<file path="src/rtl/if_tile_controller_if.sv">
// Control/stream bundle between the CNN controller (master) and the IF read sequencer (slave).
interface if_tile_controller_if #(
    parameter int unsigned ADDR_W = 12,
    parameter int unsigned TILE_W = 8,
    parameter int unsigned CH_W   = 2
);
    logic              start_if;
    logic              abort;
    logic [TILE_W-1:0] num_tiles;
    logic [ADDR_W-1:0] base_addr;
    logic              cons_ready;
    logic              if_ready;
    logic              clr_if;
    logic              if_read;
    logic [ADDR_W-1:0] if_addr;
    logic [CH_W-1:0]   if_ch;
    logic              if_valid;
    logic              if_last;
    logic [TILE_W-1:0] tile_idx;
    logic              if_done;

    modport master (
        output start_if, abort, num_tiles, base_addr, cons_ready,
        input  if_ready, clr_if, if_read, if_addr, if_ch, if_valid, if_last, tile_idx, if_done
    );

    modport slave (
        input  start_if, abort, num_tiles, base_addr, cons_ready,
        output if_ready, clr_if, if_read, if_addr, if_ch, if_valid, if_last, tile_idx, if_done
    );
endinterface

</file>
<file path="src/rtl/if_tile_controller.sv">
// IF buffer read sequencer: per tile, one clear pulse, then NUM_CH x ROWS x COLS reads
// gated by consumer backpressure, then a drain of the SRAM read pipe.
module if_tile_controller #(
    parameter int unsigned NUM_CH   = 4,
    parameter int unsigned ROWS     = 8,
    parameter int unsigned COLS     = 8,
    parameter int unsigned ADDR_W   = 12,
    parameter int unsigned TILE_W   = 8,
    parameter int unsigned READ_LAT = 1
) (
    input logic                clk,
    input logic                rst,
    if_tile_controller_if.slave bus
);
    localparam int unsigned CH_W  = (NUM_CH > 1) ? $clog2(NUM_CH) : 1;
    localparam int unsigned ROW_W = (ROWS > 1) ? $clog2(ROWS) : 1;
    localparam int unsigned COL_W = (COLS > 1) ? $clog2(COLS) : 1;
    localparam int unsigned LAT_W = $clog2(READ_LAT + 1);
    localparam int unsigned TILE_LEN = NUM_CH * ROWS * COLS;
    localparam logic [ADDR_W-1:0] TILE_STEP = ADDR_W'(TILE_LEN);

    localparam logic [2:0] StIdle  = 3'd0;
    localparam logic [2:0] StClear = 3'd1;
    localparam logic [2:0] StRead  = 3'd2;
    localparam logic [2:0] StDrain = 3'd3;
    localparam logic [2:0] StDone  = 3'd4;

    logic [2:0]          state_q, state_d;
    logic [TILE_W-1:0]   ntiles_q, tile_q;
    logic [ADDR_W-1:0]   base_q, offs_q;
    logic [CH_W-1:0]     ch_q;
    logic [ROW_W-1:0]    row_q;
    logic [COL_W-1:0]    col_q;
    logic [LAT_W-1:0]    drain_q;
    logic [READ_LAT-1:0] vpipe_q, lpipe_q;
    logic                rd, rd_last, col_end, row_end, ch_end, drain_end, last_tile;

    assign col_end   = (col_q == COL_W'(COLS - 1));
    assign row_end   = (row_q == ROW_W'(ROWS - 1));
    assign ch_end    = (ch_q == CH_W'(NUM_CH - 1));
    assign rd        = (state_q == StRead) && bus.cons_ready;
    assign rd_last   = rd && ch_end && row_end && col_end;
    assign drain_end = (drain_q == LAT_W'(READ_LAT - 1));
    assign last_tile = (tile_q == ntiles_q - TILE_W'(1));

    // Next-state logic; abort overrides every transition.
    always_comb begin
        state_d = state_q;
        if (bus.abort) begin
            state_d = StIdle;
        end else begin
            unique case (state_q)
                StIdle:  if (bus.start_if) state_d = (bus.num_tiles == '0) ? StDone : StClear;
                StClear: state_d = StRead;
                StRead:  if (rd_last) state_d = StDrain;
                StDrain: if (drain_end) state_d = last_tile ? StDone : StClear;
                StDone:  state_d = StIdle;
                default: state_d = StIdle;
            endcase
        end
    end

    // State, job parameters and beat counters.
    always_ff @(posedge clk or negedge rst) begin
        if (!rst) begin
            state_q  <= StIdle;
            ntiles_q <= '0;
            tile_q   <= '0;
            base_q   <= '0;
            offs_q   <= '0;
            ch_q     <= '0;
            row_q    <= '0;
            col_q    <= '0;
            drain_q  <= '0;
        end else begin
            state_q <= state_d;
            drain_q <= (state_q == StDrain) ? drain_q + LAT_W'(1) : '0;
            if (state_q == StIdle && bus.start_if && !bus.abort) begin
                ntiles_q <= bus.num_tiles;
                base_q   <= bus.base_addr;
                tile_q   <= '0;
            end
            if (state_q == StClear) begin
                offs_q <= '0;
                ch_q   <= '0;
                row_q  <= '0;
                col_q  <= '0;
            end
            if (rd) begin
                offs_q <= offs_q + ADDR_W'(1);
                if (col_end) begin
                    col_q <= '0;
                    if (row_end) begin
                        row_q <= '0;
                        ch_q  <= ch_end ? '0 : ch_q + CH_W'(1);
                    end else begin
                        row_q <= row_q + ROW_W'(1);
                    end
                end else begin
                    col_q <= col_q + COL_W'(1);
                end
            end
            if (state_q == StDrain && state_d == StClear) begin
                tile_q <= tile_q + TILE_W'(1);
                base_q <= base_q + TILE_STEP;
            end
        end
    end

    // SRAM latency model: delays read/last flags; abort drops anything in flight.
    always_ff @(posedge clk or negedge rst) begin
        if (!rst) begin
            vpipe_q <= '0;
            lpipe_q <= '0;
        end else if (bus.abort) begin
            vpipe_q <= '0;
            lpipe_q <= '0;
        end else begin
            vpipe_q <= READ_LAT'({vpipe_q, rd});
            lpipe_q <= READ_LAT'({lpipe_q, rd_last});
        end
    end

    assign bus.if_ready = (state_q == StIdle);
    assign bus.clr_if   = (state_q == StClear);
    assign bus.if_done  = (state_q == StDone);
    assign bus.if_read  = rd;
    assign bus.if_addr  = rd ? base_q + offs_q : '0;
    assign bus.if_ch    = rd ? ch_q : '0;
    assign bus.if_valid = vpipe_q[READ_LAT-1];
    assign bus.if_last  = lpipe_q[READ_LAT-1];
    assign bus.tile_idx = tile_q;
endmodule
</file>
<file path="src/flat_wrapper.sv">
// flat-port wrapper written by rule: the top's interface ports become plain ports
module if_tile_controller_flat 
#(
    parameter int unsigned NUM_CH   = 4,
    parameter int unsigned ROWS     = 8,
    parameter int unsigned COLS     = 8,
    parameter int unsigned ADDR_W   = 12,
    parameter int unsigned TILE_W   = 8,
    parameter int unsigned READ_LAT = 1
)
  (clk, rst, bus_start_if, bus_abort, bus_num_tiles, bus_base_addr, bus_cons_ready, bus_if_ready, bus_clr_if, bus_if_read, bus_if_addr, bus_if_ch, bus_if_valid, bus_if_last, bus_tile_idx, bus_if_done);
  if_tile_controller_if #(.ADDR_W(ADDR_W), .TILE_W(TILE_W)) bus_i ();
  input logic clk;
  input logic rst;
  input wire logic [$bits(bus_i.start_if)-1:0] bus_start_if;
  input wire logic [$bits(bus_i.abort)-1:0] bus_abort;
  input wire logic [$bits(bus_i.num_tiles)-1:0] bus_num_tiles;
  input wire logic [$bits(bus_i.base_addr)-1:0] bus_base_addr;
  input wire logic [$bits(bus_i.cons_ready)-1:0] bus_cons_ready;
  output wire logic [$bits(bus_i.if_ready)-1:0] bus_if_ready;
  output wire logic [$bits(bus_i.clr_if)-1:0] bus_clr_if;
  output wire logic [$bits(bus_i.if_read)-1:0] bus_if_read;
  output wire logic [$bits(bus_i.if_addr)-1:0] bus_if_addr;
  output wire logic [$bits(bus_i.if_ch)-1:0] bus_if_ch;
  output wire logic [$bits(bus_i.if_valid)-1:0] bus_if_valid;
  output wire logic [$bits(bus_i.if_last)-1:0] bus_if_last;
  output wire logic [$bits(bus_i.tile_idx)-1:0] bus_tile_idx;
  output wire logic [$bits(bus_i.if_done)-1:0] bus_if_done;
  assign bus_i.start_if = bus_start_if;
  assign bus_i.abort = bus_abort;
  assign bus_i.num_tiles = bus_num_tiles;
  assign bus_i.base_addr = bus_base_addr;
  assign bus_i.cons_ready = bus_cons_ready;
  assign bus_if_ready = bus_i.if_ready;
  assign bus_clr_if = bus_i.clr_if;
  assign bus_if_read = bus_i.if_read;
  assign bus_if_addr = bus_i.if_addr;
  assign bus_if_ch = bus_i.if_ch;
  assign bus_if_valid = bus_i.if_valid;
  assign bus_if_last = bus_i.if_last;
  assign bus_tile_idx = bus_i.tile_idx;
  assign bus_if_done = bus_i.if_done;
  if_tile_controller #(.NUM_CH(NUM_CH), .ROWS(ROWS), .COLS(COLS), .ADDR_W(ADDR_W), .TILE_W(TILE_W), .READ_LAT(READ_LAT)) u_core (.clk(clk), .rst(rst), .bus(bus_i));
endmodule
</file>
<file path="config.mk">
export PLATFORM = sky130hd
export DESIGN_NAME = if_tile_controller_flat
export DESIGN_NICKNAME = d
export VERILOG_FILES = /design/src/rtl/if_tile_controller_if.sv /design/src/rtl/if_tile_controller.sv /design/src/flat_wrapper.sv
export SDC_FILE = /design/constraint.sdc
export NUM_CORES = 1
export LEC_CHECK = 0
export BUFFER_PORTS_ARGS = -buffer_cell sky130_fd_sc_hd__buf_2
export CORE_MARGIN = 2
export CORE_UTILIZATION = 50
export CTS_CLUSTER_DIAMETER = 100
export DETAILED_ROUTE_END_ITERATION = 6
export PLACE_DENSITY_LB_ADDON = 0.12
export SYNTH_ARGS = -nofsm -noshare
export SYNTH_HDL_FRONTEND = slang
export SYNTH_SLANG_ARGS = --single-unit
</file>
<file path="constraint.sdc">
create_clock -name clk -period 3.2 [get_ports clk]
set_input_delay 0.32 -clock clk [delete_from_list [all_inputs] [get_ports clk]]
set_output_delay 0.32 -clock clk [all_outputs]
set_load 0.05 [all_outputs]
</file>
==> impl_results.md, run 1 <==
- Die height: 86.1 um
- Fmax achieved: 329 MHz
- Tot GR Track Use: 21.3%
- Clk sinks: 54
- Synthesis-to-finish area growth: 13.0%
- Hold_ws: 41.1 ps
- Endpoints failing hold: 0
- Die area: 0.00741 mm^2
- Dpl cell area: 0.00369 mm^2
- Post-synth top area share: 40.1%
- Place WS: 413 ps
- Clock skew: 6.81 ps
- CP max FO: 5
- PD cells: 453 mW/mm^2
- GPL Wtd Cong: 0.827
- Max transition margin: 55.2%
- Leakage power: 1.94 nW
- Fill cell count: 599
- Placement Rows: 29
- Req. time, crit path: 2880 ps
- Setup TNS Final: 0 ps
- Core Util, Final: 59.3%
- TritonCTS clock tree: yes
- Final period util: 94.9%
- Post-DP HPWL: 5.36 mm
- Fin crit period: 3040 ps
- Num CTS Buffers: 5
- Final Instance Area: 0.00381 mm^2
- Syn nets: 429
- Worst-margin pin slew: 671 ps
- First-pass DRT Iterations: 4
- Chip width: 86.1 um
- Max Cap Viol: 0
- Met2 wire length: 3.19 mm
- Routed wire length on met3: 350 um
- Syn Area/Cell: 8.80 um^2
- I/O pins: 53
- Initial Util: 52.5%
- H-tree levels: 2
- Total gr overflow: 0
- Worst-skew pair later-pin latency: 300 ps
- Layout cells sized above 1: 18.3%
- VDD IR max: 0.000245 V
- Tot Pwr: 1.72 mW
- M1 WL: 3.57 mm
- Core Footprint: 0.00642 mm^2
- Worst Setup End Kind: output pin
- CP startpoint kind: register
- Slew Limit Fails: 0
- Cells after DPL: 500
- Final WS setup: 165 ps
- Syn Std Cell Area: 0.00337 mm^2
- Wire length per cell: 14.1 um
- Largest net degree at the start of global routing: 31
- Sequential fraction of the synthesis area: 40.1%
- Min-delay worst type: input port to asynchronous set/reset pin
- Mapped Cells: 383
- Post-synth ARST share: 100%
- DR vias: 2868
- Iter 0 DRT Violations: 161
- Post-synth top area cell: dfrtp_1
- Status: complete, no violations
- First-pass GRT wire length: 12.9 mm
- Post-Layout Cell Count: 508
- Setup bufs post-CTS: 0
- Input/output buffers: 52
- Ys flop type: dfrtp_1
- Top post-synthesis cells by area: dfrtp_1 40%, nand2_1 8.9%, ha_1 7.4%
- DRT Wirelength: 7.17 mm
- Uppermost layer routed: met4
- Post-synthesis register bit count: 54
- Vias in the first global route: 2785
- Clock transition at path regs: 100 ps
- Final nets: 476
- N_diodes: 0
- DR vias/cell: 5.65
- Distinct cell type count after synthesis: 58
- DRT antenna net count: 0
- Worst EP arrival: 2720 ps
- DRC viols: 0
- Unrepaired setup endpoints after global routing: no
- Worst Path Class, Setup: register to output pin
- Maximum clock path buffer count: 2
- Final setup violation count: 0
- Initial antenna violation count: 0
- YS warnings: 0
- Root Buffer: clkbuf_8
- Post-synth EDFFs: 0
==> registers in the layout (all words and copies together) (netlist names) <==
name                 cells
u_core.base_q           12
u_core.offs_q           12
u_core.bus.tile_idx      8
u_core.ntiles_q          8
u_core.col_q             3
u_core.row_q             3
u_core.state_q           3
u_core.ch_q              2
u_core.bus.if_last       1
u_core.bus.if_valid      1
u_core.drain_q           1
==> layer usage <==
layer / global-route usage, % / vias up
li1: - / 1457
met1: 30.6 / 1341
met2: 33.8 / 66
met3: 3.08 / 4
met4: 5.63 / 0
met5: 0 / -
==> critical path, cell delays in order, from the launching register on <==
cell and delay, ps:
dfrtp_1 450, ha_1 350, or2_2 280, a21oi_1 170
inv_1 70, a2111o_1 420, and4_1 190, nor3_1 180
buf_2 300
==> power breakdown <==
group	internal [mW]	switching, mW
logic	0.181	0.249
registers	0.753	0.0791
clock network	0.234	0.228
total	1.17	0.556
==> kinds of logic (layout without fill, tap and decap cells) <==
kind of cell	Yosys count	in the layout	share of synthesized area, %
buffers and inverters	27	75	3.49
xor gates and xnor gates	14	14	3.64
adders and majority gates	21	21	8.02
AOI/OAI and AO/OA	82	82	16.3
and+or+nand+nor	174	174	25.2
DFF	54	54	40.1
muxes	11	11	3.27
==> layout by cell type (no fill, tap or decap), drive strengths merged, types with 3 or more instances in the layout <==
master,synthesis,routed
o211ai,8,8
nand2,80,80
nand4,5,5
o21ai,27,27
xnor2,12,12
nand2b,5,5
and3,8,8
inv,10,10
nand3,15,15
mux2i,11,11
or3,3,3
dfrtp,54,54
a211o,3,3
clkbuf,13,8
o31ai,3,3
nor3,10,10
buf,4,55
a31oi,6,6
nor4,7,7
nor2,22,22
and2,6,6
ha,20,20
a22o,3,3
a21oi,13,13
a21o,4,4
==> synth_stat cells, drive strengths merged, types with 2 or more instances <==
master and number:
nand2 80, dfrtp 54, o21ai 27, nor2 22, ha 20, nand3 15
a21oi 13, clkbuf 13, xnor2 12, mux2i 11, inv 10, nor3 10
and3 8, o211ai 8, nor4 7, a31oi 6, and2 6, nand2b 5
nand4 5, a21o 4, buf 4, a211o 3, a22o 3, o31ai 3
or3 3, a211oi 2, and4 2, o2111ai 2, o21bai 2, o221ai 2
or2 2, or4 2, xor2 2
==> layout make-up <==
type                       instances  area (um^2)  share of cell area [%]
clock inverter                     2         37.5                   0.986
timing repair buffer              57          303                    7.95
clock buffer                       6         72.6                    1.91
tap                               77         96.3                    2.53
sequential                        54         1350                    35.5
multi-input combinational        302         1910                    50.2
inverter                          10         37.5                   0.986
==> what timing repair did <==
| action | 4_1_cts | 5_1_grt |
|---|---|---|
| resized for setup | 0 | 5 |
| hold endpoints to repair | 0 | 0 |
| hold buffers | 0 | 0 |
| setup endpoints to repair | 0 | 4 |
==> worst paths after layout <==
path | from | end | slack, ps | depth (start not counted)
worst max-delay path | u_core.offs_q[4]$_DFFE_PN0P_ | bus_if_addr[9] | 160 | 8
worst min register to register | u_core.base_q[4]$_DFFE_PN0P_ | u_core.base_q[4]$_DFFE_PN0P_ | 490 | 2
min in group clk | bus_base_addr[4] | u_core.base_q[4]$_DFFE_PN0P_ | 200 | 3
worst max register to register | u_core.ntiles_q[2]$_DFFE_PN0P_ | u_core.bus.tile_idx[6]$_DFFE_PN0P_ | 550 | 6
worst min-delay path | rst | u_core.col_q[2]$_DFFE_PN0P_ | 40 | 1
max in group asynchronous | rst | u_core.ntiles_q[3]$_DFFE_PN0P_ | 2370 | 2
(Power assumes the default switching activity.)
==> run 2, diff against run 1 <==
Settings changed: ABC_AREA set to 1.
==> run 2 against run 1 <==
Design area grew 2.4%. Sequential share of layout area shrank 0.82 points. Via count grew 9.6%. Utilization shrank 1.3 points. Clock power grew 3%. Die area grew 1.8%. Wire length grew 10%. Power grew 0.88%. Hold slack gained 160 ps. First-iteration DRC count shrank 19%. Largest cell class unchanged.
==> impl_results.md, run 2 <==
- DRC viols: 0
- Largest family of logic cells by synthesized area: simple AND/OR/NAND/NOR gates
- Top flop regs: u_core.base_q x12, u_core.offs_q x12
- Cell with the most instances after synthesis: nand2_1
- Post-CTS sizing: 0
- Setup bufs post-CTS: 0
- Worst Path Class, Setup: register to output pin
- Initial antenna violation count: 0
- Root Buffer: clkbuf_8
- Clock skew: 13.2 ps
- Clock transition at path regs: 110 ps
- PD cells: 446 mW/mm^2
- CP startpoint kind: register
- Fmax achieved: 358 MHz
- First-pass DRT Iterations: 4
- Post-synth top cells: 125 x nand2_1, 60 x inv_1, 54 x dfrtp_1, 42 x nor2_1, 37 x nand3_1
- DRT antenna net count: 0
- Seq pwr share: 47.0%
- YS warnings: 0
- Worst-margin pin slew: 574 ps
- Post-synth EDFFs: 0
- Sw Ratio: 34.6%
- Post-synthesis register bit count: 54
- Req. time, crit path: 2880 ps
- Fill cell count: 655
- Num CTS Buffers: 5
- Leakage power: 2.10 nW
- H-tree levels: 2
- Pint: 1.14 mW
- Fin crit period: 2790 ps
- Die height: 86.9 um
- Post-synth ARST share: 100%
- Slew Limit Fails: 0
- Syn Area/Cell: 7.29 um^2
- Simple-gate share of the synthesized area: 30.0%
- N_diodes: 0
- Max Cap Viol: 0
- Total gr overflow: 0
- Top post-synthesis cells by area: dfrtp_1 39%, nand2_1 14%, ha_1 7.3%
- Xor and xnor area share after synthesis: 2.55%
- Leading cell type in the layout, fill and taps excluded: nand2_1
- Max transition margin: 61.7%
- Min-delay worst type: input port to register
- Syn nets: 517
- Compound-gate portion of the synthesized area: 11.7%
- Post-DP HPWL: 6.14 mm
- Worst Setup End Kind: output pin
- GPL Wtd Cong: 0.907
- Maximum clock path buffer count: 2
- CP max FO: 6
- VDD IR max: 0.000197 V
- Initial Util: 51.1%
- Final period util: 87.2%
- Final setup violation count: 0
- # hold bufs at CTS: 1
- DR vias: 3142
- Most frequent cells in the layout: 125 x nand2_1, 60 x inv_1, 54 x dfrtp_1
- TritonCTS clock tree: yes
- Synth Area in Adders: 7.87%
- DRT Wirelength: 7.89 mm
- Synthesis-to-finish area growth: 13.5%
- Largest net degree at the start of global routing: 31
- Worst EP arrival: 2470 ps
- Sequential fraction of the synthesis area: 39.3%
- Post-synth top area share: 39.3%
- Combinational group share of total power: 25.6%
- Chip width: 86.9 um
- Post-synth top area cell: dfrtp_1
- Setup TNS Final: 0 ps
- Final nets: 571
- Endpoints failing hold: 0
- Power share of the clock group: 27.4%
- Syn Std Cell Area: 0.00343 mm^2
- Vias in the first global route: 2918
- Core Footprint: 0.00672 mm^2
- Iter 0 DRT Violations: 131
- Final Instance Area: 0.00390 mm^2
- Die area: 0.00755 mm^2
- Placement Rows: 30
- Distinct cell type count after synthesis: 35
- Hold_ws: 196 ps
- Core Util, Final: 58.0%
- First-pass GRT wire length: 13.5 mm
- Input/output buffers: 52
- Clk sinks: 54
- Tot GR Track Use: 22.4%
- Net switching power: 0.601 mW
- Post-synthesis mux area share: 0%
- Status: complete, no violations
- Layout cells sized above 1: 15.4%
- Mapped Cells: 471
- Dpl cell area: 0.00378 mm^2
- I/O pins: 53
- Unrepaired setup endpoints after global routing: no
- Worst-skew pair later-pin latency: 310 ps
- Ys flop type: dfrtp_1
- DR vias/cell: 5.18
- Wire length per cell: 13.0 um
[run 2: changes by cell type after synthesis, moves of 11 or more]
| cell | before | now |
|---|---|---|
| nand3_1 | 15 | 37 |
| inv_1 | 10 | 60 |
| nand2_1 | 80 | 125 |
| nor2_1 | 22 | 42 |
| mux2i_1 | 11 | 0 |
[run 2: worst paths after layout]
path                            slack, ps                           start  cells past startpoint                                 end
worst max register to register        980  u_core.ntiles_q[0]$_DFFE_PN0P_                     16  u_core.bus.tile_idx[6]$_DFFE_PN0P_
worst max-delay path                  410    u_core.offs_q[2]$_DFFE_PN0P_                     10                      bus_if_addr[5]
worst min-delay path                  200                bus_base_addr[0]                      3        u_core.base_q[0]$_DFFE_PN0P_
worst min register to register        490    u_core.base_q[0]$_DFFE_PN0P_                      2        u_core.base_q[0]$_DFFE_PN0P_
min in group asynchronous             530                             rst                      2            u_core.drain_q$_DFF_PN0_
max in group asynchronous            1860                             rst                      3        u_core.offs_q[5]$_DFFE_PN0P_
[run 2: per-stage QoR]
stage	setup WS [ps]	cells	power, mW
global route	192	606	1.86
detailed placement	803	597	1.28
floorplan	300	471	1.14
global placement	824	597	1.27
finish	408	606	1.74
CTS	423	606	1.76
[run 2: layout make-up]
cell class	instances	area, um^2	area share [%]
well taps	80	100	2.57
flip-flops and latches	54	1350	34.7
inverters	66	248	6.35
clock buffers	5	68.8	1.77
multi-input cells	342	1790	46.0
repair buffers	56	293	7.51
clock inverters	3	43.8	1.12
[run 2: worst max-delay path, cell delays in order (launching register included)]
cell	delay, ps
dfrtp_1	430
ha_1	380
a21o_1	210
a31oi_1	240
nor2_1	90
nor2_1	90
inv_1	50
a21oi_1	150
o21ai_0	100
a21oi_1	140
buf_2	270
[run 2: logic make-up after synthesis]
logic type               after synthesis
AO/OA/AOI/OAI                         73
AND/OR/NAND/NOR                      238
buffers and inverters                 75
flip-flops                            54
XOR/XNOR                              10
adder cells (fa/ha/maj)               21
[run 2: power by group through the flow]
| stage | logic, mW | registers (mW) | clock network (mW) |
|---|---|---|---|
| floorplan | 0.331 | 0.813 | 0 |
| global placement | 0.435 | 0.831 | 0 |
| detailed placement | 0.445 | 0.833 | 0 |
| CTS | 0.449 | 0.819 | 0.490 |
| global route | 0.514 | 0.828 | 0.521 |
| finish | 0.446 | 0.817 | 0.476 |
[run 2: routing by layer]
| layer | wire (um) | global-route usage, % | vias up |
|---|---|---|---|
| met3 | 275 | 3.70 | 4 |
| met4 | 46 | 6.11 | 0 |
| met5 | 0 | 0 | - |
| li1 | - | - | 1641 |
| met1 | 3830 | 30.3 | 1439 |
| met2 | 3730 | 37.2 | 58 |
==> run 3, diff against run 2 <==
Settings changed: ABC_AREA 1 to not set, MAX_ROUTING_LAYER set to met4.
==> run 3 against run 2 <==
Die area fell by 1.8%. Wire length is 8.9% lower. Count of clock-buffer cells in the layout is 1 higher. Critical endpoint is now bus_if_addr[9]. Utilization up 1.3 points. Critical path type unchanged. Critical path depth is 2 lower.
==> impl_results.md, run 3 (same netlist as run 1, synthesis figures left out) <==
- Slew Limit Fails: 0
- Vias in the first global route: 2783
- DRT antenna net count: 0
- Multi-input gate area: 0.00191 mm^2
- Worst Setup End Kind: output pin
- # hold bufs at CTS: 0
- Status: complete, no violations
- Worst-margin pin slew: 673 ps
- VDD IR max: 0.000245 V
- GPL Wtd Cong: 0.840
- Final period util: 94.5%
- Setup bufs post-CTS: 0
- Sw Ratio: 32.4%
- Register Area: 0.00135 mm^2
- Synthesis-to-finish area growth: 13.0%
- Endpoints failing hold: 0
- Pint: 1.17 mW
- N_diodes: 0
- Leakage power: 1.94 nW
- DRT Wirelength: 7.19 mm
- Die height: 86.1 um
- Power share of the clock group: 26.9%
- Core Footprint: 0.00642 mm^2
- Tot GR Track Use: 21.9%
- Total gr overflow: 0
- Clk sinks: 54
- Final WS setup: 175 ps
- Max Cap Viol: 0
- Req. time, crit path: 2880 ps
- CP max FO: 5
- I/O pins: 53
- Maximum clock path buffer count: 2
- Worst Path Class, Setup: register to output pin
- Chip width: 86.1 um
- H-tree levels: 2
- Fin crit period: 3020 ps
- Setup TNS Final: 0 ps
- Wire length per cell: 14.1 um
- TritonCTS clock tree: yes
- Clock transition at path regs: 100 ps
- Layout cells sized above 1: 18.3%
- Net switching power: 0.559 mW
- Final setup violation count: 0
- DRC viols: 0
- DR vias: 2897
- PD cells: 453 mW/mm^2
- Initial Util: 52.5%
- Fmax achieved: 331 MHz
- Clock skew: 7.97 ps
- Post-DP HPWL: 5.36 mm
- Max transition margin: 55.2%
- Largest net degree at the start of global routing: 31
- Root Buffer: clkbuf_8
- Worst EP arrival: 2700 ps
- Final nets: 476
- Top flop regs: u_core.base_q x12, u_core.offs_q x12
- Min-delay worst type: input port to asynchronous set/reset pin
- DR vias/cell: 5.70
- Input/output buffers: 52
- CP startpoint kind: register
- Worst-skew pair later-pin latency: 310 ps
- Post-CTS sizing: 0
- Die area: 0.00741 mm^2
- Most frequent cells in the layout: 80 x nand2_1, 54 x dfrtp_1, 50 x buf_2
- Initial antenna violation count: 0
- Placement Rows: 29
- Fill cell count: 599
- First-pass DRT Iterations: 4
- Leading cell type in the layout, fill and taps excluded: nand2_1
- Unrepaired setup endpoints after global routing: no
- Num CTS Buffers: 5
- Iter 0 DRT Violations: 150
- Place WS: 413 ps
- Seq pwr share: 48.2%
- Combinational group share of total power: 24.9%
- First-pass GRT wire length: 12.9 mm
-- run 3: cell count changes in the layout (fill, tap and decap cells not counted), moves of 9 or more --
cell,before,now
inv_1,60,10
nor2_1,41,22
mux2i_1,0,11
a21oi_1,22,12
nand3_1,37,15
xnor2_1,3,12
nand2_1,125,80
-- run 3: metrics by stage --
step	utilization (%)	hold slack [ps]	cell area (um^2)	instances	total power, mW
CTS	59.2	57.4	3800	508	1.75
detailed placement	57.5	397	3690	500	1.28
global route	59.3	82.3	3810	508	1.85
finish	59.3	37.5	3810	508	1.73
floorplan	-	24.4	3380	383	1.17
global placement	57.5	396	3690	500	1.27
-- run 3: power groups by stage --
| stage | logic (mW) | clock network (mW) | registers, mW |
|---|---|---|---|
| after floorplan | 0.340 | 0 | 0.828 |
| after global placement | 0.426 | 0 | 0.844 |
| after detailed placement | 0.431 | 0 | 0.847 |
| after CTS | 0.434 | 0.479 | 0.834 |
| after global routing | 0.497 | 0.507 | 0.848 |
| final | 0.430 | 0.465 | 0.832 |
-- run 3: per-layer routing --
layer	global-route usage (%)	vias to the layer above	share of wire, %
met1	30.6	1354	50
met4	5.63	0	0.97
met3	2.98	6	5.3
met5	-	-	0
met2	33.8	78	44
li1	-	1459	-
-- run 3: path summary, 6_finish.rpt --
path                                                start  slack, ps                            endpoint  depth (start not counted)
setup / recovery             u_core.offs_q[4]$_DFFE_PN0P_        180                      bus_if_addr[9]                          8
hold / removal                                        rst         40         u_core.col_q[2]$_DFFE_PN0P_                          1
setup reg to reg           u_core.ntiles_q[2]$_DFFE_PN0P_        550  u_core.bus.tile_idx[6]$_DFFE_PN0P_                          6
hold reg to reg              u_core.base_q[4]$_DFFE_PN0P_        490        u_core.base_q[4]$_DFFE_PN0P_                          2
max in group asynchronous                             rst       2370      u_core.ntiles_q[3]$_DFFE_PN0P_                          2
min in group clk                         bus_base_addr[4]        190        u_core.base_q[4]$_DFFE_PN0P_                          3
-- run 3: final cells by class --
type,instances,area share (%)
Inverter,10,0.986
Clock inverter,2,0.986
Tap cell,77,2.53
Multi-Input combinational cell,302,50.2
Clock buffer,6,1.91
Sequential cell,54,35.5
Timing Repair Buffer,57,7.95
-- run 3: critical path, stage by stage, from the launching register on --
cell      delay (ps)
dfrtp_1          440
ha_1             350
or2_2            280
a21oi_1          170
inv_1             70
a2111o_1         420
and4_1           190
nor3_1           180
buf_2            300
